$ cat config.mk
export PLATFORM = sky130hd
export DESIGN_NAME = secded_stream_decoder
export DESIGN_NICKNAME = d
export VERILOG_FILES = /design/src/rtl/secded_pkg.sv /design/src/rtl/secded_syndrome.sv /design/src/rtl/secded_stream_decoder.sv
export SDC_FILE = /design/constraint.sdc
export NUM_CORES = 1
export LEC_CHECK = 0
export BUFFER_PORTS_ARGS = -buffer_cell sky130_fd_sc_hd__buf_4
export CORE_UTILIZATION = 55
export DETAILED_ROUTE_END_ITERATION = 10
export PLACE_DENSITY_LB_ADDON = 0.1
export SLEW_MARGIN = 20
export SYNTH_ARGS = -nofsm -noshare
export SYNTH_HDL_FRONTEND = slang
export SYNTH_SLANG_ARGS = --single-unit
export TNS_END_PERCENT = 1
$ cat constraint.sdc
create_clock -name clk -period 2.5 [get_ports clk]
set_input_delay 0.25 -clock clk [delete_from_list [all_inputs] [get_ports clk]]
set_output_delay 0.25 -clock clk [all_outputs]
set_load 0.01 [all_outputs]
$ cat src/rtl/secded_pkg.sv
// Shared types and elaboration-time helpers for the Hamming SECDED decoder family.
// Position arithmetic follows the classic layout: parity at powers of two, overall parity at bit 0.
package secded_pkg;

   typedef enum logic [1:0] {
      ST_CLEAN  = 2'b00,
      ST_SINGLE = 2'b01,
      ST_DOUBLE = 2'b10,
      ST_UNCORR = 2'b11
   } secded_status_t;

   // Smallest p with 2**p >= dw + p + 1.
   function automatic int par_bits(input int dw);
      int p;
      p = 1;
      while ((2 ** p) < (dw + p + 1)) p = p + 1;
      return p;
   endfunction

   function automatic logic is_pow2(input int pos);
      return (pos > 0) && ((pos & (pos - 1)) == 0);
   endfunction

   // Message bit index held at a non-power-of-two position (d1 at position 3 maps to bit 0).
   function automatic int data_idx(input int pos);
      return pos - $clog2(pos + 1) - 1;
   endfunction

endpackage

$ cat src/rtl/secded_syndrome.sv
// Combinational Hamming syndrome and overall parity of one codeword.
// Kept standalone so an encoder self-check can reuse it.
module secded_syndrome #(
   parameter  int CODE_W = 16,
   localparam int PAR_W  = $clog2(CODE_W)
) (
   input  logic [CODE_W-1:0] i_code,
   output logic [PAR_W-1:0]  o_syndrome,
   output logic              o_parity
);

   // NOTE: blocking '=' inside always_comb, and a default before the loop so no latch is inferred.
   always_comb begin
      o_syndrome = '0;
      for (int i = 1; i < CODE_W; i++) begin
         if (i_code[i]) o_syndrome = o_syndrome ^ PAR_W'(i);
      end
   end

   assign o_parity = ^i_code;

endmodule

$ cat src/rtl/secded_stream_decoder.sv
// Streaming SECDED decoder: S1 registers the codeword, S2 classifies/corrects into output registers.
// Saturating per-class error counters advance on the output handshake.
module secded_stream_decoder
   import secded_pkg::*;
#(
   parameter  int DATA_W = 11,
   parameter  int CNT_W  = 16,
   localparam int PAR_W  = par_bits(DATA_W),
   localparam int CODE_W = DATA_W + PAR_W + 1
) (
   input  logic              clk,
   input  logic              reset,
   input  logic              in_valid,
   output logic              in_ready,
   input  logic [CODE_W-1:0] in_code,
   input  logic              detect_only,
   output logic              out_valid,
   input  logic              out_ready,
   output logic [DATA_W-1:0] out_data,
   output logic [1:0]        out_status,
   input  logic              cnt_clear,
   output logic [CNT_W-1:0]  cnt_single,
   output logic [CNT_W-1:0]  cnt_double
);

   logic              r_s1_valid;
   logic [CODE_W-1:0] r_s1_code;
   logic              r_s1_detect;

   logic              r_out_valid;
   logic [DATA_W-1:0] r_out_data;
   secded_status_t    r_out_status;

   logic [CNT_W-1:0]  r_cnt_single;
   logic [CNT_W-1:0]  r_cnt_double;

   logic              w_s1_adv;
   logic              w_out_hs;
   logic [PAR_W-1:0]  w_syn;
   logic              w_parity;
   logic              w_syn_in_range;
   logic              w_flip;
   secded_status_t    w_status;
   logic [DATA_W-1:0] w_data;

   assign w_s1_adv = !r_out_valid || out_ready;
   assign in_ready = !r_s1_valid || w_s1_adv;
   assign w_out_hs = r_out_valid && out_ready;

   secded_syndrome #(.CODE_W(CODE_W)) u_syndrome (
      .i_code     (r_s1_code),
      .o_syndrome (w_syn),
      .o_parity   (w_parity)
   );

   // Syndromes at or beyond CODE_W only exist for shortened codes and point at no real bit.
   assign w_syn_in_range = int'(w_syn) < CODE_W;

   always_comb begin
      w_status = ST_CLEAN;
      w_flip   = 1'b0;
      if (w_parity) begin
         if (w_syn_in_range) begin
            w_status = ST_SINGLE;
            w_flip   = (w_syn != '0) && !r_s1_detect;
         end else begin
            w_status = ST_UNCORR;
         end
      end else if (w_syn != '0) begin
         w_status = ST_DOUBLE;
      end
   end

   for (genvar gp = 1; gp < CODE_W; gp++) begin : g_pos
      if (!is_pow2(gp)) begin : g_data
         assign w_data[data_idx(gp)] = r_s1_code[gp] ^ (w_flip && (int'(w_syn) == gp));
      end
   end

   // NOTE: sequential state uses non-blocking '<=' so every flop samples pre-edge values.
   always_ff @(posedge clk or negedge reset) begin
      if (!reset) begin
         r_s1_valid   <= 1'b0;
         r_s1_code    <= '0;
         r_s1_detect  <= 1'b0;
         r_out_valid  <= 1'b0;
         r_out_data   <= '0;
         r_out_status <= ST_CLEAN;
      end else begin
         if (in_ready) begin
            r_s1_valid <= in_valid;
            if (in_valid) begin
               r_s1_code   <= in_code;
               r_s1_detect <= detect_only;
            end
         end
         if (w_s1_adv) begin
            r_out_valid <= r_s1_valid;
            if (r_s1_valid) begin
               r_out_data   <= w_data;
               r_out_status <= w_status;
            end
         end
      end
   end

   // Clear wins over a same-cycle handshake; counters stick at all-ones.
   always_ff @(posedge clk or negedge reset) begin
      if (!reset) begin
         r_cnt_single <= '0;
         r_cnt_double <= '0;
      end else if (cnt_clear) begin
         r_cnt_single <= '0;
         r_cnt_double <= '0;
      end else if (w_out_hs) begin
         if ((r_out_status == ST_SINGLE) && (r_cnt_single != '1))
            r_cnt_single <= r_cnt_single + 1'b1;
         if (((r_out_status == ST_DOUBLE) || (r_out_status == ST_UNCORR)) && (r_cnt_double != '1))
            r_cnt_double <= r_cnt_double + 1'b1;
      end
   end

   assign out_valid  = r_out_valid;
   assign out_data   = r_out_data;
   assign out_status = r_out_status;
   assign cnt_single = r_cnt_single;
   assign cnt_double = r_cnt_double;

endmodule
==> implementation parameters, run 1 <==
Parameter                              Value

Setup path
  Category of the worst setup path capture point    flop
  Setup crit start    r_s1_code[5]$_DFFE_PN0P_
  Kind of critical path    reg2reg
  Signal arrival time at the worst endpoint    2.63 ns
  Cell type with the highest occurrence count on the critical path    xnor2_1
  Endpoint required time on the critical path    2.71 ns
  Type of origin of the critical path    flop
  CP max stage delay    0.59 ns
  CP Cell Sequence    xnor2_1 > xor2_2 > or4_1 > a221oi_1 > xnor2_1 > o21ai_1
  Master of the slowest instance on the critical path    or4_1
  Max Fanout on Critical Path    8
  Reg-to-reg startpoint    r_s1_code[5]$_DFFE_PN0P_

Cells and area
  Final core occ    0.7096
  Antenna diode count    0
  Number of nets in the finished design    435
  Cell area after layout    0.004202 mm^2
  Share of cells above drive strength 1    0.2620
  Synth-to-layout area growth    23.87%

Logic synthesis
  Multiplexer area fraction after synthesis    0.06824
  Net count of the mapped netlist    362
  Syn Inst Count    338
  Adder-cell area share of the yosys netlist    0.007377
  Post-synthesis share of cell area spent on xor and xnor gates    0.1597
  Synthesized flop and latch total    64
  Top_reg_cell synth    dfrtp_1
  Number of flops mapped to enable cells by yosys    0
  Netlist Area Pre-Place    0.003392 mm^2
  Cell types occupying the most area after synthesis    dfrtp_1 (47%), xnor2_1 (8.0%), xor2_1 (7.5%)
  Share of Yosys cell area claimed by the top area cell type    0.4722
  Most area-hungry cell type in the Yosys netlist    dfrtp_1
  Dominant combinational cell family by area after synthesis    simple AND/OR/NAND/NOR gates
  Synth Warn #    0
  Commonest cells post-synth    dfrtp_1 (64), nor2_1 (41), xnor2_1 (31), xor2_1 (29), nand2_1 (28)
  Cell with the most instances after synthesis    dfrtp_1
  Synth Area in Compound Gates    0.08004
  Number of unique standard cell types used by synthesis    37
  Synthesized area per cell    10.04 um^2
  Simple-gate share of the synthesized area    0.1966
  Fraction of synthesis flops using an asynchronous set or reset pin    1.000
  Share of synthesized area occupied by flip-flops and latches    0.4722

Pwr
  Portion of total power attributed to sequential cells    0.375
  Worst VDD drop    0.0005610 V
  Static Leak    1.807 nW
  Internal power summed over all cells    2.217 mW
  Clock share of power    0.265
  Switching power summed over all nets    1.207 mW
  Overall Power    3.424 mW
  Sw Share    0.3524
  Share of total power in combinational logic    0.360
  Power density normalized to cell area    814.9 mW/mm^2

Place
  Setup WS pre-CTS    0.08470 ns
  Half-perimeter wire length after detailed placement    5198 um
  Total of buffers placed on input and output ports    68
  Placed instance area    0.003988 mm^2
  Routability congestion estimate from global placement    0.9616

Run
  Max-cap check violation count    0

Floorplan
  Starting density of the core    0.5729
  Top-Level Pins    69
  Overall die width    80.53 um
  Number of standard-cell rows in the floorplan    28
  Die area    0.006485 mm^2
  Placeable Area    0.005921 mm^2
  Height of the die    80.53 um

Clock network
  Clock buffer depth    2
  Clock latency on the worst-skew pair    0.34 ns
  Hold buffer count at cts    0
  CTS tree    yes
  Clock H-tree levels    3
  Inserted Clock Buffers    9
  Worst-path clk slew    0.07 ns
  Clock net sink count    64
  Cell at the root of the clock tree    clkbuf_8

STA
  Worst hold slack    -0.01845 ns
  Max Clock Skew    0.008508 ns
  Final hold violations    10
  Final max-slew violation count    0
  Crit path time final    2.424 ns
  Final setup margin    0.07643 ns
  FMAX    412.6 MHz
  Count of endpoints failing setup in the final report    0
  Accumulated negative setup slack    0 ns
  Final worst-path cycle share    0.9694
  Transition time of the tightest slew-check pin    0.8052 ns
  Relative slew slack    0.4632

Outcome
  Outcome    complete, but fails checks
  Failing checks    negative hold slack

Drt
  Count of vias placed by the detailed router    2765
  Total detailed-routing wirelength    7234 um
  Final routed DRC violation total    0
  Post-DRT Antenna Nets    0
  Number of vias per cell    5.631
  Detailed-route wire length per cell    14.73 um
  DRC marker count from the first detailed-route iteration    118
  TritonRoute pass-1 iters    4

Worst hold path
  Type of the tightest min-delay check    in2async

GRT
  Total global-route track usage    0.2450
  Number of antenna violations at the first check in global routing    0
  Pin count of the biggest net entering global routing    65
  First-pass GRT wire length    12030 um
  Via count of the first global-routing pass    2647
  Leftover overflow at the end of global routing    0
## per-stage QoR
stage / hold WS (ns) / instances
finish: -0.01845 / 491
global route: 0.07694 / 491
CTS: 0.02590 / 491
detailed placement: 0.3955 / 475
global placement: 0.3862 / 475
floorplan: -0.04559 / 338
## path summary, 6_finish.rpt
| kind | to | slack [ns] | depth (start not counted) |
|---|---|---|---|
| max in group asynchronous | cnt_double[5]$_DFFE_PN0P_ | 1.98 | 1 |
| min reg2reg | out_data[8]$_DFFE_PN0P_ | 0.49 | 2 |
| max reg2reg | out_data[2]$_DFFE_PN0P_ | 0.08 | 6 |
| min | cnt_single[8]$_DFFE_PN0P_ | -0.02 | 1 |
| max | out_data[2]$_DFFE_PN0P_ | 0.08 | 6 |
| min in group clk | r_s1_valid$_DFFE_PN0N_ | 0.12 | 2 |
## final cells by class
type / count / area [um^2]
repair buffers: 72 / 540.5
clock buffers: 13 / 158.9
fillers: 486 / 1719
flip-flops and latches: 64 / 1602
inverters: 4 / 15.01
clock inverters: 3 / 40.04
multi-input cells: 260 / 1752
well taps: 75 / 93.84
## placed cells by master, fill, tap and decap left out, drive strengths merged, types with 3 or more instances in the layout
cell type	count
inv	4
buf	72
nand3	20
a21oi	8
xnor2	32
dfrtp	64
o21ai	11
clkbuf	13
nor3	12
or4	6
o31ai	3
and3	3
nand4	11
nor2	41
a31oi	5
a221oi	8
nand2	28
nand2b	4
mux2i	4
xor2	29
mux2	17
and4	3
## registers in the layout, indices dropped and copies added (netlist names)
name,flops
cnt_double,16
cnt_single,16
r_s1_code,16
out_data,11
out_status,2
out_valid,1
r_s1_detect,1
r_s1_valid,1
## layer usage
metal | global-route usage | share of wire | up-vias
met5 | 0 | 0 | -
li1 | - | - | 1340
met4 | 0.1143 | 0.017 | 0
met2 | 0.4119 | 0.50 | 74
met1 | 0.3032 | 0.44 | 1340
met3 | 0.04432 | 0.041 | 11
## power by group through the flow
stage / Combinational [mW] / Clock, mW / Sequential [mW]
after detailed placement: 1.22 / 0 / 1.30
final: 1.23 / 0.907 / 1.28
after CTS: 1.23 / 0.919 / 1.28
after global placement: 1.18 / 0 / 1.30
after floorplan: 0.802 / 0 / 1.30
after global routing: 1.37 / 0.964 / 1.30
## cell families (layout without fill, tap and decap cells)
kind of cell               count (synthesis)  count (layout)
and+or+nand+nor                          135             135
DFF                                       64              64
xor gates and xnor gates                  61              61
AOI/OAI and AO/OA                         41              41
muxes                                     21              21
buffers and inverters                     14              92
adders and majority gates                  2               2
## worst max-delay path, delay by kind of cell (launching register included)
family                    cells  cell delay, ns
xor gates and xnor gates      3            0.78
AOI/OAI and AO/OA             2            0.49
and+or+nand+nor               1            0.59
DFF                           1            0.43
## what timing repair did
item	CTS	global route
endpoints found under the setup margin	0	6
gates resized for setup	0	2
buffers inserted	0	0
Power figures use the tool's default switching activity.
==> run 2, diff against run 1 <==
CORE_ASPECT_RATIO = 1.5   (was default)
==> run 2 against run 1 <==
The flow still finishes with violations (negative hold slack). Largest power group unchanged. Largest cell class unchanged. Highest routed layer unchanged. Count of clock-buffer cells in the layout down 2. Total power down 1.4%. Worst setup slack better by 0.10 ns.
==> implementation parameters, run 2 (synthesis gave the netlist of run 1 again) <==
Parameter                              Value

Outcome
  Outcome    complete, but fails checks
  Failing checks    negative hold slack

Drt
  Number of vias per cell    5.693 (+1.1%)
  Count of vias placed by the detailed router    2778 (+0.47%)
  Total detailed-routing wirelength    7323 um (+1.2%)
  Post-DRT Antenna Nets    0 (unchanged)
  Final routed DRC violation total    0 (unchanged)
  DRC marker count from the first detailed-route iteration    118 (unchanged)
  Detailed-route wire length per cell    15.01 um (+1.9%)
  TritonRoute pass-1 iters    4 (unchanged)

GRT
  Leftover overflow at the end of global routing    0 (unchanged)
  Via count of the first global-routing pass    2730 (+3.1%)
  First-pass GRT wire length    12110 um (+0.69%)
  Pin count of the biggest net entering global routing    65 (unchanged)
  Number of antenna violations at the first check in global routing    0 (unchanged)
  Total global-route track usage    0.2470 (+0.001997)

STA
  Relative slew slack    0.4749 (+0.01167)
  Accumulated negative setup slack    0 ns (unchanged)
  Count of endpoints failing setup in the final report    0 (unchanged)
  Transition time of the tightest slew-check pin    0.7877 ns (-0.01750 ns)
  Final worst-path cycle share    0.9288 (-0.04066)
  Final max-slew violation count    0 (unchanged)
  Worst hold slack    -0.02014 ns (-0.001690 ns)
  Crit path time final    2.322 ns (-0.1016 ns)
  Final hold violations    12 (+2)
  Unrepaired setup endpoints after global routing    false
  Max Clock Skew    0.009360 ns (+0.0008520 ns)
  FMAX    430.7 MHz (+4.4%)

Place
  Cells after DPL    474 (-0.21%)
  Routability congestion estimate from global placement    0.9565 (-0.53%)
  Total of buffers placed on input and output ports    68 (unchanged)
  Half-perimeter wire length after detailed placement    5315 um (+2.3%)

Clock network
  Cts repair resizes    1 (+1)
  Inserted Clock Buffers    9 (unchanged)
  Post CTS Setup Buffer Count    0 (unchanged)
  Clock buffer depth    2 (unchanged)
  Clock H-tree levels    3 (unchanged)
  Clock latency on the worst-skew pair    0.35 ns (about the same)
  Clock net sink count    64 (unchanged)
  Cell at the root of the clock tree    clkbuf_8
  Worst-path clk slew    0.07 ns (about the same)
  CTS tree    yes
  Hold buffer count at cts    0 (unchanged)

Cells and area
  Area used by sequential logic in the layout    0.001602 mm^2 (unchanged)
  Number of nets in the finished design    437 (+0.46%)
  Share of cells above drive strength 1    0.2692 (+0.007212)
  Leading cell type in the layout, fill and taps excluded    buf_4
  Multi-input gate area in the final layout    0.001759 mm^2 (+0.43%)
  Synth-to-layout area growth    24.27%
  Final core occ    0.7180 (+0.008394)
  Most used cells in the layout excluding fill and tap cells    buf_4 (74), dfrtp_1 (64), nor2_1 (41)
  Fillers    480 (-1.2%)
  Antenna diode count    0 (unchanged)
  Filler-free cell count of the finished design    488 (-0.61%)

Floorplan
  Die area    0.006492 mm^2 (+0.10%)
  Height of the die    98.18 um (+22%)
  Placeable Area    0.005871 mm^2 (-0.85%)
  Top-Level Pins    69 (unchanged)
  Overall die width    66.12 um (-18%)
  Number of standard-cell rows in the floorplan    34 (+21%)
  Starting density of the core    0.5778 (+0.004884)

Pwr
  Worst VDD drop    0.0005900 V (+5.2%)
  Power density normalized to cell area    800.8 mW/mm^2 (-1.7%)
  Static Leak    1.817 nW (+0.54%)
  Overall Power    3.376 mW (-1.4%)

Run
  Max-cap check violation count    0 (unchanged)

Setup path
  Category of the worst setup path capture point    flop
  Kind of critical path    reg2reg
  Worst setup slack for register-to-register paths    0.18 ns (+0.10 ns)
  Signal arrival time at the worst endpoint    2.59 ns (-0.04 ns)
  Max Fanout on Critical Path    8 (unchanged)
  Type of origin of the critical path    flop
  Reg2Reg Depth    6 (unchanged)
  Worst R2R End    out_data[0]$_DFFE_PN0P_
  Reg-to-reg startpoint    r_s1_code[7]$_DFFE_PN0P_
  Endpoint required time on the critical path    2.76 ns (+0.05 ns)

Worst hold path
  Type of the tightest min-delay check    in2async
## run 2: worst max path at each step
| stage | from | end | slack, ns | cells past startpoint |
|---|---|---|---|---|
| 6_report | r_s1_code[7]$_DFFE_PN0P_ | out_data[0]$_DFFE_PN0P_ | 0.18 | 6 |
| 5_1_grt | r_s1_code[5]$_DFFE_PN0P_ | out_data[6]$_DFFE_PN0P_ | 0.01 | 6 |
| 4_1_cts | r_s1_code[6]$_DFFE_PN0P_ | out_data[0]$_DFFE_PN0P_ | 0.06 | 6 |
| 3_3_place_gp | r_s1_code[9]$_DFFE_PN0P_ | out_data[7]$_DFFE_PN0P_ | 0.15 | 6 |
| 2_1_floorplan | r_s1_code[9]$_DFFE_PN0P_ | out_data[3]$_DFFE_PN0P_ | 0.31 | 6 |
| 3_5_place_dp | r_s1_code[9]$_DFFE_PN0P_ | out_data[0]$_DFFE_PN0P_ | 0.01 | 6 |
## run 2: critical path: stages, from the launching register on
cell     delay [ns]
dfrtp_1        0.43
xor2_1         0.34
xor2_2         0.37
xnor2_1        0.22
xnor2_2        0.17
or4_1          0.53
a31oi_1        0.18
## run 2: cell type report
type,instances,share of cell area
multi-input cells,260,0.4173
flip-flops and latches,64,0.3799
clock buffers,11,0.03592
clock inverters,3,0.01009
inverters,4,0.003562
well taps,72,0.02137
repair buffers,74,0.1318
## run 2: report_power, final
group / switching, mW / internal (mW)
logic: 0.693 / 0.514
registers: 0.122 / 1.15
clock network: 0.390 / 0.502
## run 2: per-layer routing
metal,vias up,routed length (um),global-route usage
met1,1347,2811,0.2552
met4,0,210,0.1358
li1,1341,-,-
met3,17,282,0.04439
met5,-,0,0
met2,73,4018,0.4513
## run 2: through the flow
step | cell area (um^2) | setup slack (ns)
2_1_floorplan | 3392 | 0.3111
5_1_grt | 4215 | 0.01405
3_3_place_gp | 3999 | 0.1540
4_1_cts | 4200 | 0.05637
3_5_place_dp | 3999 | 0.01036
6_report | 4215 | 0.1781
